## src/rtl/mu_sweep_ctrl.sv

```systemverilog
// mu_sweep_ctrl: owns mu (Q2.16) and maxrepeat for the logistic-map display
// stage and restarts the cycle engines once per video frame.
// Optional feature: define MUSWEEP_PINGPONG_EN to make the auto sweep bounce
// between MU_MIN and MU_MAX instead of wrapping back to MU_MIN.
module mu_sweep_ctrl #(
  parameter logic [17:0] MU_MIN          = 18'h2_0000,
  parameter logic [17:0] MU_MAX          = 18'h3_FFFF,
  parameter logic [17:0] MU_STEP         = 18'h0_0100,
  parameter logic [8:0]  REP_DEFAULT     = 9'd100,
  parameter int unsigned RST_CYCLES      = 4,
  parameter logic [15:0] DEBOUNCE_CYCLES = 16'd50000
) (
  input  logic        CLK,
  input  logic        RST,
  input  logic        frame_start,
  input  logic        auto_en,
  input  logic        btn_up,
  input  logic        btn_down,
  input  logic        btn_sel,
  input  logic        done_in,
  output logic [17:0] mu,
  output logic [8:0]  maxrepeat,
  output logic        calc_rst_n,
  output logic        busy
);

  typedef enum logic [1:0] {IDLE, UPDATE, PULSE, RUN} state_t;

  localparam logic [3:0]  PULSE_LAST = 4'(RST_CYCLES - 1);
  localparam logic [15:0] DB_LAST    = DEBOUNCE_CYCLES - 16'd1;

  state_t      state;
  state_t      next_state;
  logic [3:0]  pulse_cnt;
  logic        pending_frame;
  logic        calc_rst_n_d;
  logic        busy_d;

  // Button index 0 is "up", index 1 is "down".
  logic [1:0]  btn_raw;
  logic [1:0]  sync1;
  logic [1:0]  sync2;
  logic [1:0]  db_level;
  logic [1:0]  db_level_d;
  logic [15:0] db_cnt [2];
  logic [1:0]  press_evt;

  logic        live_up;
  logic        live_dn;
  logic        up_hold;
  logic        dn_hold;
  logic        param_open;
  logic        hold_phase;
  logic        apply_up;
  logic        apply_dn;

  logic [18:0] mu_sum;
  logic [18:0] mu_diff;
  logic        mu_over;
  logic        mu_under;

`ifdef MUSWEEP_PINGPONG_EN
  logic        dir_up;
`endif

  assign btn_raw = {btn_down, btn_up};

  // Two-flop synchroniser for the raw asynchronous buttons.
  always_ff @(posedge CLK or negedge RST) begin
    if (!RST) begin
      sync1 <= '0;
      sync2 <= '0;
    end else begin
      sync1 <= btn_raw;
      sync2 <= sync1;
    end
  end

  // Debounce: accept a new level only after it has differed from the current one for DEBOUNCE_CYCLES.
  always_ff @(posedge CLK or negedge RST) begin
    if (!RST) begin
      db_cnt[0]  <= '0;
      db_cnt[1]  <= '0;
      db_level   <= '0;
      db_level_d <= '0;
    end else begin
      db_level_d <= db_level;
      for (int i = 0; i < 2; i++) begin
        if (sync2[i] == db_level[i]) begin
          db_cnt[i] <= '0;
        end else if (db_cnt[i] == DB_LAST) begin
          db_cnt[i]   <= '0;
          db_level[i] <= sync2[i];
        end else begin
          db_cnt[i] <= db_cnt[i] + 16'd1;
        end
      end
    end
  end

  assign press_evt = db_level & ~db_level_d;

  // Opposing presses in the same cycle cancel each other.
  assign live_up    = press_evt[0] & ~press_evt[1];
  assign live_dn    = press_evt[1] & ~press_evt[0];
  assign hold_phase = (state == PULSE) || (state == RUN);
  assign param_open = (state == IDLE) || (state == UPDATE);
  assign apply_up   = param_open & (live_up | up_hold) & ~(live_dn | dn_hold);
  assign apply_dn   = param_open & (live_dn | dn_hold) & ~(live_up | up_hold);

  // Presses during the restart/run are parked in one-deep flags and released in IDLE.
  always_ff @(posedge CLK or negedge RST) begin
    if (!RST) begin
      up_hold <= 1'b0;
      dn_hold <= 1'b0;
    end else if (hold_phase) begin
      if (live_up) up_hold <= 1'b1;
      if (live_dn) dn_hold <= 1'b1;
    end else begin
      up_hold <= 1'b0;
      dn_hold <= 1'b0;
    end
  end

  // State register plus registered outputs, so reset can hold calc_rst_n low.
  always_ff @(posedge CLK or negedge RST) begin
    if (!RST) begin
      state      <= IDLE;
      calc_rst_n <= 1'b0;
      busy       <= 1'b0;
    end else begin
      state      <= next_state;
      calc_rst_n <= calc_rst_n_d;
      busy       <= busy_d;
    end
  end

  // Next-state logic for the per-frame restart sequence.
  always_comb begin
    next_state = state;
    case (state)
      IDLE:    if (frame_start || pending_frame) next_state = UPDATE;
      UPDATE:  next_state = PULSE;
      PULSE:   if (pulse_cnt == PULSE_LAST) next_state = RUN;
      RUN:     if (done_in) next_state = IDLE;
      default: next_state = IDLE;
    endcase
  end

  // Output decode from the upcoming state so outputs line up with the state register.
  always_comb begin
    calc_rst_n_d = (next_state != PULSE);
    busy_d       = (next_state == PULSE) || (next_state == RUN);
  end

  // Pulse length counter and the collapsed pending-frame flag.
  always_ff @(posedge CLK or negedge RST) begin
    if (!RST) begin
      pulse_cnt     <= '0;
      pending_frame <= 1'b0;
    end else begin
      pulse_cnt     <= (state == PULSE) ? pulse_cnt + 4'd1 : 4'd0;
      pending_frame <= (state != IDLE) ? (pending_frame | frame_start) : 1'b0;
    end
  end

  // Step arithmetic in 19 bits so overflow past MU_MAX and borrow below MU_MIN are both visible.
  always_comb begin
    mu_sum   = {1'b0, mu} + {1'b0, MU_STEP};
    mu_diff  = {1'b0, mu} - {1'b0, MU_STEP};
    mu_over  = (mu_sum > {1'b0, MU_MAX});
    mu_under = mu_diff[18] || (mu_diff[17:0] < MU_MIN);
  end

  // mu: auto step in UPDATE, otherwise saturating manual steps while parameters are open.
  always_ff @(posedge CLK or negedge RST) begin
    if (!RST) begin
      mu <= MU_MIN;
`ifdef MUSWEEP_PINGPONG_EN
      dir_up <= 1'b1;
`endif
    end else if ((state == UPDATE) && auto_en) begin
`ifdef MUSWEEP_PINGPONG_EN
      if (dir_up) begin
        if (mu_over) begin
          mu     <= MU_MAX;
          dir_up <= 1'b0;
        end else begin
          mu <= mu_sum[17:0];
        end
      end else begin
        if (mu_under) begin
          mu     <= MU_MIN;
          dir_up <= 1'b1;
        end else begin
          mu <= mu_diff[17:0];
        end
      end
`else
      mu <= mu_over ? MU_MIN : mu_sum[17:0];
`endif
    end else if (!auto_en && !btn_sel) begin
      if (apply_up) begin
        mu <= mu_over ? MU_MAX : mu_sum[17:0];
      end else if (apply_dn) begin
        mu <= mu_under ? MU_MIN : mu_diff[17:0];
      end
    end
  end

  // maxrepeat: saturating manual steps between 2 and 511, independent of the sweep mode.
  always_ff @(posedge CLK or negedge RST) begin
    if (!RST) begin
      maxrepeat <= REP_DEFAULT;
    end else if (btn_sel) begin
      if (apply_up && (maxrepeat != 9'd511)) begin
        maxrepeat <= maxrepeat + 9'd1;
      end else if (apply_dn) begin
        maxrepeat <= (maxrepeat > 9'd3) ? maxrepeat - 9'd1 : 9'd2;
      end
    end
  end

endmodule

```

## config.mk

```make
export PLATFORM = sky130hd
export DESIGN_NAME = mu_sweep_ctrl
export DESIGN_NICKNAME = d
export VERILOG_FILES = /design/src/rtl/mu_sweep_ctrl.sv
export SDC_FILE = /design/constraint.sdc
export NUM_CORES = 1
export LEC_CHECK = 0
export BUFFER_PORTS_ARGS = -buffer_cell sky130_fd_sc_hd__buf_2
export CAP_MARGIN = 30
export CORE_ASPECT_RATIO = 1.4
export CORE_MARGIN = 2
export CORE_UTILIZATION = 25
export CTS_BUF_LIST = sky130_fd_sc_hd__clkbuf_16
export DETAILED_ROUTE_END_ITERATION = 7
export SKIP_CTS_REPAIR_TIMING = 1
export SLEW_MARGIN = 15
export SYNTH_ARGS = -nofsm -noshare
export SYNTH_HDL_FRONTEND = slang
export SYNTH_SLANG_ARGS = --single-unit
```

## constraint.sdc

```tcl
create_clock -name CLK -period 2.3 [get_ports CLK]
set_input_delay 0.115 -clock CLK [delete_from_list [all_inputs] [get_ports CLK]]
set_output_delay 0.115 -clock CLK [all_outputs]
set_load 0.02 [all_outputs]
```

== After elaboration in Yosys (flattened, before gate mapping) ==
Index checks and enable logic that the tools add are counted.

* Output and inout bits: 29
* Flip-flop bits (word level): 78
* Input port bits: 8

* Bitwise gates (word level): 17
* Add/subtract/negate cells: 7
* Mux-type cells: 24
* Order comparisons: 3
* Equality and inequality tests: 14
* Reductions and logical operators: 19

{| class="wikitable"
|+ Operators by type and width
! operator !! count
|-
| two-way mux 18 bit || 7
|-
| two-way mux 16 bit || 4
|-
| adder 16 x 1 -> 16 bit, second input constant || 2
|-
| equality test 16 bit, second input constant || 2
|-
| two-way mux 9 bit || 3
|-
| adder 18 x 9 -> 19 bit, second input constant || 1
|-
| > comparator 19 x 18 -> 1 bit, second input constant || 1
|-
| subtractor 18 x 9 -> 19 bit, second input constant || 1
|-
| less-than comparator 18 bit, second input constant || 1
|-
| adder 9 x 1 -> 9 bit, second input constant || 1
|-
| > comparator 9 x 2 -> 1 bit, second input constant || 1
|-
| != test 9 bit, second input constant || 1
|-
| subtractor 9 x 1 -> 9 bit, second input constant || 1
|-
| equality test 2 bit, second input constant || 4
|-
| case mux 2 bit (4 select lines) || 1
|-
| AND reduction 2 bit || 4
|-
| AND 1 bit || 6
|-
| two-way mux 2 bit || 3
|-
| != test 2 bit, second input constant || 3
|-
| inverter 1 bit || 6
|-
| nonzero test 2 bit || 3
|-
| logical OR 1 bit || 5
|-
| two-way mux 1 bit || 5
|-
| adder 4 x 1 -> 4 bit, second input constant || 1
|-
| 11 further kinds || 17
|}

== Logic depth before layout (Yosys ltp) ==
Gate-level depths: netlist of the first run.

* Word-level depth: 11
* Gate-level depth with buffers: 10

== Worst setup path after synthesis of the first run ==
OpenSTA, ideal clock, no wires.

* Kind: register -> register
* Start point: register mu[8]
* End point: register mu[14]
* Slack: -0.230 ns
* Data arrival time: 2.379 ns
* Stages on the path, launching flop included: 11
* Clock period less this slack: 2.530 ns
* Path buffers: 2
* Library setup time: 0.152 ns
* Cell sequence: dfrtp_1 > buf_2 > inv_1 > ha_1 > nand4b_1 > or4_1 > o31ai_1 > and2_1 > buf_2 > nand2b_1 > o221ai_1

* Longest elaborated chain between the ends: 8
* Elaborated cells between the ends (all ways): 12

{| class="wikitable"
|+ Ends and longest elaborated chain
! what !! line !! source
|-
| start, declared || 21 || <nowiki>output logic [17:0] mu,</nowiki>
|-
| start signal, assigned || 200 || <nowiki>mu <= mu_over ? MU_MIN : mu_sum[17:0];</nowiki>
|-
| start signal, assigned || 204 || <nowiki>mu <= mu_over ? MU_MAX : mu_sum[17:0];</nowiki>
|-
| start signal, assigned || 206 || <nowiki>mu <= mu_under ? MU_MIN : mu_diff[17:0];</nowiki>
|-
| subtractor 18 x 9 -> 19 bit || 170 || <nowiki>mu_diff = {1'b0, mu} - {1'b0, MU_STEP};</nowiki>
|-
| less-than comparator 18 bit || 172 || <nowiki>mu_under = mu_diff[18] || (mu_diff[17:0] < MU_MIN);</nowiki>
|-
| logical OR 1 bit || 172 ||
|-
| two-way mux 18 bit || 206 ||
|-
| two-way mux 18 bit || 205 || <nowiki>end else if (apply_dn) begin</nowiki>
|-
| two-way mux 18 bit || 203 || <nowiki>if (apply_up) begin</nowiki>
|-
| two-way mux 18 bit || 202 || <nowiki>end else if (!auto_en && !btn_sel) begin</nowiki>
|-
| two-way mux 18 bit (*) || 182 || <nowiki>end else if ((state == UPDATE) && auto_en) begin</nowiki>
|}

Mark *: on every way between the ends. The rest lies on a longest branch, timed or not. The select of a mux whose other input is x is not followed.
A chain may end at the register's enable or synchronous reset.

== Worst setup path in the final report of the first run ==
* Start point: register mu[14]
* End point: register mu[16]

The elaborated chain is that of the path after synthesis.

==> results.txt, run 1 <==
Largest net degree at the start of global routing - 46
Sequential share of the synthesized area - 41.5%
Layout Nets - 564
# Max-Cap Violations - 0
Die X - 114 um
Via density - 4.96
Fill count - 1754
Failing checks - setup timing
Port Buf Inserts - 36
Die span in y - 158 um
Post-Syn Nets - 491
Residual DRC - 0
FP Rows - 56
DRT iter0 DRCs - 357
Final hold vios - 0
WL met3 - 565 um
Total grt overflow - 0
Area growth syn-to-layout - 27.3%
Pleak - 2.34 nW
Final period util - 102%
Synthesized cell area - 4240 um^2
Top sig layer - met4
Worst EP required - 2.51 ns
Root Driver - clkbuf_16
Layout Cells excl Fill - 756
Clk_skew - 0.0102 ns
Vias - 3753
Unique masters post-synth - 63
DR pass1 iterations - 5
TNS Setup - -0.0404 ns
Final Util - 32.4%
Async SR Flop Fraction - 100%
Pwr dens - 892 nW/um^2
Worst endpoint data arrival time - 2.54 ns
Synth warnings - 0
Routed WL - 10.8 mm
Global Route Usage Sum - 12.3%
Crit end category - register
Inst Count DP - 735
Leading area contributor after synthesis - dfrtp_1
Syn Inst Count - 474
Post-synth EDFFs - 0
Final setup viols - 2
Setup WS post-layout - -0.0381 ns
Met1 WL - 4.48 mm
RD Place Congestion - 0.899
VDD IR-drop max - 0.000490 V
H-tree depth - 3
CTS max path bufs - 2
Final worst path period need - 2.34 ns
WL/cell - 14.3 um
Setup CP Type - register to register
Post-synth top flop - dfrtp_1
Initial antenna violation count - 1
Fraction of layout cells with a size suffix above 1 - 26.6%
Share of the synthesized area in the top cell type - 39.0%
Die area - 18000 um^2
Slew of the pin with the lowest slew margin - 0.621 ns
Slew Limit Headroom - 57.5%
Core box area - 16700 um^2
CTS tree - built
Crit Path Max Fanout - 4
Final Max Slew Viols - 0
Clock Latency Late Sink - 0.34 ns
Antenna Nets Post-Route - 0
CTS Sinks - 70
Via count of the first global-routing pass - 3682
HP Class - input port to register
Hpwl dp - 7.81 mm
First-pass GRT wire length - 17.7 mm
FMAX - 0.428 GHz
Synth top area cells - dfrtp_1, nor2_1, xor2_1, xnor2_1, nand2_1
Status - finished, violations left
Worst-path clk slew - 0.06 ns
Hold_ws - 0.0165 ns
Initial cell density of the core - 25.4%
Dpl ws - 0.000307 ns
#FFs+latches synth - 70
Unrepaired setup endpoints after global routing - true
I/O pin count - 37
Type of origin of the critical path - register
CTS Buf Count - 9
Routed length on met2 - 5.35 mm
Syn_area_per_cell - 8.94 um^2
[synthesized netlist by cell type, types with 3 or more instances]
cell type  number
nand2_1        39
nor4_1          5
nand2b_1       10
ha_1            9
buf_6           3
nor4b_1         3
and3_1         13
a22oi_1         4
or2_2           3
dfstp_2         4
or3_1           6
o211ai_1        6
and2_1          5
nor2b_1         5
xor2_1         20
nand4_1         5
o31ai_1         4
xnor2_1        18
o211a_1         3
o22ai_1         5
o21ai_1         5
nor2_1         63
nor3_1         19
buf_4           7
a21oi_1        22
maj3_1          3
inv_1          12
o21ai_0        19
clkbuf_1       11
buf_2           7
or4_4           3
nand3_1        25
dfrtp_1        66
mux2i_1         4
a41oi_1         3
[flip-flops by register name, indices dropped and copies added (netlist names), 2 cells and up]
name	count
mu	11
maxrepeat	9
sync2	2
sync1	2
db_level	2
db_cnt	32
db_level_d	2
pulse_cnt	4
[layer usage]
metal	up-vias	GRT usage, %
li1	1833	-
met1	1795	14.3
met2	96	21.0
met3	29	3.14
met4	0	6.04
met5	-	0
[per-stage QoR]
| step | area (um^2) | power (mW) |
|---|---|---|
| finish | 5400 | 4.81 |
| global route | 5390 | 5.06 |
| CTS | 5260 | 4.65 |
| detailed placement | 4920 | 3.03 |
| global placement | 4920 | 3.03 |
| floorplan | 4300 | 2.55 |
[worst paths after layout]
| check | start | end | slack (ns) | depth (start not counted) |
|---|---|---|---|---|
| max in group asynchronous | RST | mu[17] | 1.35 | 3 |
| worst max register to register | mu[14] | mu[16] | -0.04 | 7 |
| min in group asynchronous | RST | maxrepeat[3] | 0.32 | 2 |
| worst min-delay path | frame_start | pending_frame | 0.02 | 3 |
| worst max-delay path | mu[14] | mu[16] | -0.04 | 7 |
| worst min register to register | sync1[1] | sync2[1] | 0.35 | 0 |
[cell usage in the layout, fill, tap and decap left out, drive strengths merged, types with 10 or more instances in the layout]
| cell type | n |
|---|---|
| nand3 | 25 |
| nand2 | 39 |
| o21ai | 24 |
| xor2 | 20 |
| nor2 | 63 |
| a21oi | 22 |
| and3 | 14 |
| inv | 12 |
| nand2b | 10 |
| xnor2 | 18 |
| nor3 | 19 |
| dfrtp | 66 |
| buf | 87 |
[logic make-up after synthesis]
logic type      share of synthesized area [%]
compound gates                           16.4
xor+xnor                                 7.85
fa+ha+maj                                3.37
buf+inv                                  4.90
flops                                    41.5
mux                                      1.48
simple gates                             24.6
[cell type report]
type	instances	area, um^2	share of cell area (%)
Timing Repair Buffer	90	619	11.5
Tap cell	203	254	4.71
Clock inverter	7	113	2.09
Sequential cell	70	1770	32.8
Antenna cell	1	2.50	0.0464
Multi-Input combinational cell	364	2370	43.9
Inverter	12	45.0	0.835
Clock buffer	9	225	4.17
[worst max-delay path, stage by stage (launching register included)]
cell	delay [ns]
dfrtp_2	0.40
or4_4	0.58
or4_4	0.44
buf_4	0.15
o211a_4	0.14
a221o_1	0.31
o21ai_1	0.07
o22ai_1	0.10
[power by group]
group | leakage (nW) | total (mW) | switching (mW) | internal [mW]
combinational | 1.26 | 1.71 | 0.933 | 0.772
clock | 0.167 | 1.61 | 0.553 | 1.05
sequential | 0.914 | 1.50 | 0.144 | 1.35
Power figures use the tool's default switching activity.
==> run 2, diff against run 1 <==
Clock period 2.3 ns to 2.7 ns, I/O delays scaled along.
==> results.txt, run 2 (synthesized netlist as in run 1, its figures left out) <==
Layout Cells excl Fill - 728
Switching fraction of total power - 35.7%
Final worst path period need - 2.62 ns
CTS Buf Count - 9
Slew Limit Headroom - 44.3%
Routed WL - 10.6 mm
Clock Power Share - 32.2%
Total power - 3.65 mW
Crit end category - register
Flop pwr share - 34.6%
Worst-path clk slew - 0.06 ns
Launch point of the worst hold path - frame_start
Worst endpoint data arrival time - 2.80 ns
DR pass1 iterations - 5
R2r setup slk - 0.08 ns
Final hold vios - 0
Via count of the first global-routing pass - 3553
FMAX - 0.382 GHz
# Max-Cap Violations - 0
Sw power - 1.30 mW
Residual DRC - 0
Type of origin of the critical path - register
Crit-path max cell delay - 0.46 ns
Diodes inserted - 0
Commonest non-fill, non-tap cells in the layout - dfrtp_1, nor2_1, nand2_1, buf_2, nand3_1
CTS tree - built
CTS max path bufs - 2
Hpwl dp - 7.36 mm
Total grt overflow - 0
Setup CP Type - register to register
Final period util - 96.9%
Area growth syn-to-layout - 18.8%
Most flop-heavy register - db_cnt
Die span in y - 158 um
HP Class - input port to register
Initial antenna violation count - 0
Port Buf Inserts - 36
VDD IR-drop max - 0.000330 V
TNS Setup - 0 ns
H-tree depth - 3
Vias - 3608
FF-to-FF path depth - 8
Layout Nets - 537
Pwr dens - 726 nW/um^2
Fraction of power consumed by combinational cells - 33.2%
Worst EP required - 2.88 ns
Critical-path top delay cell - dfrtp_1
Clock Latency Late Sink - 0.33 ns
Largest net degree at the start of global routing - 71
Die area - 18000 um^2
Pleak - 2.17 nW
WL/cell - 14.5 um
Critical-path cell list - inv_1 -> ha_1 -> nand4b_1 -> or4_1 -> o31ai_1 -> a21oi_1 -> o21ai_0 -> o211ai_1
Root Driver - clkbuf_16
Fraction of layout cells with a size suffix above 1 - 18.1%
Via density - 4.96
First-pass GRT wire length - 17.5 mm
CTS Sinks - 70
Die X - 114 um
Crit-path leading delay family - compound AO/OA/AOI/OAI gates
R2r startpoint - mu[8]
Antenna Nets Post-Route - 0
Inst Count DP - 708
Cell area after layout - 5040 um^2
Max reg flops - 32
DRT iter0 DRCs - 246
RD Place Congestion - 0.923
Largest registers - db_cnt (32), mu (11), maxrepeat (9)
Area after DPL - 4680 um^2
R2R Path End - mu[9]
Final setup viols - 0
Final Max Slew Viols - 0
Status - finished, final reports clean
I/O pin count - 37
Unrepaired setup endpoints after global routing - true
Core box area - 16700 um^2
Global Route Usage Sum - 12.2%
Hold path cells - 3
Slew of the pin with the lowest slew margin - 0.833 ns
Number of buffers and inverters on the critical path - 1
P_int - 2.35 mW
FP Rows - 56
Hold Path End - pending_frame
Clk_skew - 0.0119 ns
Most common cell after layout, fill and taps aside - dfrtp_1
Crit Path Max Fanout - 7
Initial cell density of the core - 25.4%
[run 2: tightest hold or removal path: stages]
cell and delay, ns:
buf_2 0.09, nor2_1 0.03, nor2_1 0.07
[run 2: worst max-delay path by stage]
stage	cells past startpoint	end	from	slack, ns
after global routing	8	mu[9]	mu[8]	-0.04
after detailed placement	8	mu[14]	mu[8]	0.06
final	8	mu[9]	mu[8]	0.08
after global placement	8	mu[14]	mu[8]	0.13
after CTS	8	mu[14]	mu[8]	0.03
after floorplan	10	mu[14]	mu[8]	0.17
[run 2: power groups by stage]
stage	Sequential, mW	Clock, mW	Combinational [mW]
global placement	1.27	0	1.20
floorplan	1.31	0	0.811
finish	1.26	1.18	1.21
CTS	1.26	1.21	1.19
detailed placement	1.28	0	1.19
global route	1.28	1.26	1.35
[run 2: stage by stage]
| stage | worst slack (ns) | hold slack (ns) | util [%] |
|---|---|---|---|
| 2_1_floorplan | 0.170 | -0.161 | - |
| 3_3_place_gp | 0.133 | 0.245 | 28.1 |
| 3_5_place_dp | 0.0567 | 0.244 | 28.1 |
| 4_1_cts | 0.0299 | -0.103 | 29.8 |
| 5_1_grt | -0.0407 | 0.109 | 30.2 |
| 6_report | 0.0844 | 0.0449 | 30.2 |
[run 2: layout make-up]
| cell class | instances | area [um^2] |
|---|---|---|
| inverter | 12 | 45.0 |
| tap | 203 | 254 |
| multi-input combinational | 364 | 2280 |
| clock buffer | 9 | 225 |
| sequential | 70 | 1760 |
| timing repair buffer | 63 | 413 |
| fill | 1769 | 11600 |
| clock inverter | 7 | 66.3 |
[run 2: layer usage]
layer	GRT usage, %	up-vias	share of wire (%)
met2	21.4	82	50
met3	2.53	31	4.1
met5	0	-	0
met4	6.16	0	3.2
li1	-	1773	-
met1	14.1	1722	43
==> run 3, diff against run 2 <==
Settings changed: MAX_ROUTING_LAYER from default to met4, TNS_END_PERCENT from default to 5.
Clock period 2.7 ns to 2.6 ns, I/O delays scaled along.
==> results.txt, run 3 (synthesized netlist as in run 1, its figures left out) <==
R2R Path End - mu[14]
Via count of the first global-routing pass - 3657
Hold Path End - pending_frame
Fill count - 1805
Final Util - 30.4%
Crit-path max cell delay - 0.44 ns
RD Place Congestion - 0.920
CTS Sinks - 70
H-tree depth - 3
I/O pin count - 37
FMAX - 0.403 GHz
Final period util - 95.4%
Routed WL - 10.6 mm
Die span in y - 158 um
Inst Count DP - 713
Critical-path top delay cell - dfrtp_1
Worst-path clk slew - 0.06 ns
HP Class - input port to register
Final hold vios - 0
Type of origin of the critical path - register
Antenna Nets Post-Route - 0
Slew Limit Headroom - 45.3%
R2r setup slk - 0.12 ns
Reg area - 1760 um^2
FP Rows - 56
Cell area after layout - 5070 um^2
Most common cell after layout, fill and taps aside - dfrtp_1
Area growth syn-to-layout - 19.6%
Worst EP required - 2.77 ns
Layout Cells excl Fill - 733
First-pass GRT wire length - 18.0 mm
Residual DRC - 0
Core box area - 16700 um^2
Unrepaired setup endpoints after global routing - false
Crit Path Max Fanout - 10
Status - finished, final reports clean
DR pass1 iterations - 4
Port Buf Inserts - 36
R2r startpoint - mu[8]
Hold path cells - 3
CTS max path bufs - 2
Die X - 114 um
Vias - 3654
Largest registers - db_cnt (32), mu (11), maxrepeat (9)
Max reg flops - 32
Die area - 18000 um^2
Via density - 4.98
Crit end category - register
Clk_skew - 0.00707 ns
WL/cell - 14.5 um
CTS Buf Count - 9
Root Driver - clkbuf_16
Pwr dens - 737 nW/um^2
Multi-input logic area - 2290 um^2
# Max-Cap Violations - 0
Global Route Usage Sum - 12.9%
Total grt overflow - 0
DRT iter0 DRCs - 217
CTS tree - built
Hpwl dp - 7.70 mm
FF-to-FF path depth - 8
Area after DPL - 4720 um^2
Layout Nets - 542
Final setup viols - 0
Fraction of layout cells with a size suffix above 1 - 19.4%
Final Max Slew Viols - 0
Launch point of the worst hold path - frame_start
Most flop-heavy register - db_cnt
Critical-path cell list - inv_1 -> ha_1 -> nand4b_1 -> or4_1 -> o31ai_2 -> and2_4 -> nand2b_1 -> o221ai_1
Slew of the pin with the lowest slew margin - 0.810 ns
Pleak - 2.19 nW
Crit-path leading delay family - simple AND/OR/NAND/NOR gates
Setup CP Type - register to register
Worst endpoint data arrival time - 2.65 ns
Initial antenna violation count - 0
VDD IR-drop max - 0.000289 V
Initial cell density of the core - 25.4%
Final worst path period need - 2.48 ns
Number of buffers and inverters on the critical path - 1
Largest net degree at the start of global routing - 71
Commonest non-fill, non-tap cells in the layout - dfrtp_1, nor2_1, nand2_1, buf_2, buf_4
Clock Latency Late Sink - 0.33 ns
Diodes inserted - 0
[run 3: final cells by class]
class	instances	share of cell area, %
multi-input combinational	364	45.3
clock inverter	7	0.815
timing repair buffer	68	8.89
clock buffer	9	4.44
sequential	70	34.7
inverter	12	0.889
tap	203	5.01
[run 3: worst min-delay path, delay by kind of cell]
family                 cells  cell delay (ns)
and+or+nand+nor            2             0.10
buffers and inverters      1             0.08
[run 3: per-layer routing]
layer / up-vias / global-route usage [%] / wire (um)
met1: 1743 / 14.4 / 4410
met2: 86 / 21.1 / 5350
met5: - / - / 0
li1: 1797 / - / -
met4: 0 / 6.74 / 376
met3: 28 / 3.60 / 489
[run 3: how the worst max path moves through the flow]
stage,depth (start not counted),startpoint,slack [ns],to
final,8,mu[8],0.12,mu[14]
after global routing,8,mu[8],0.01,mu[12]
after CTS,8,mu[9],-0.10,mu[14]
after detailed placement,8,mu[9],-0.06,mu[14]
after global placement,8,mu[9],0.03,mu[14]
after floorplan,10,mu[8],0.07,mu[14]
[run 3: metrics by stage]
stage	hold slack [ns]	setup WS, ns	power, mW	setup TNS, ns
floorplan	-0.166	0.0698	2.21	0
global placement	0.240	0.0331	2.60	0
detailed placement	0.239	-0.0605	2.60	-0.100
CTS	-0.109	-0.102	3.74	-0.327
global route	0.0710	0.0134	3.98	0
finish	0.0259	0.119	3.73	0
[run 3: report_power, final]
group	internal [mW]	switching [mW]	total (mW)	leakage, nW
clock	0.638	0.480	1.12	0.130
combinational	0.531	0.772	1.30	1.13
sequential	1.19	0.120	1.31	0.925
total	2.36	1.37	3.73	2.19
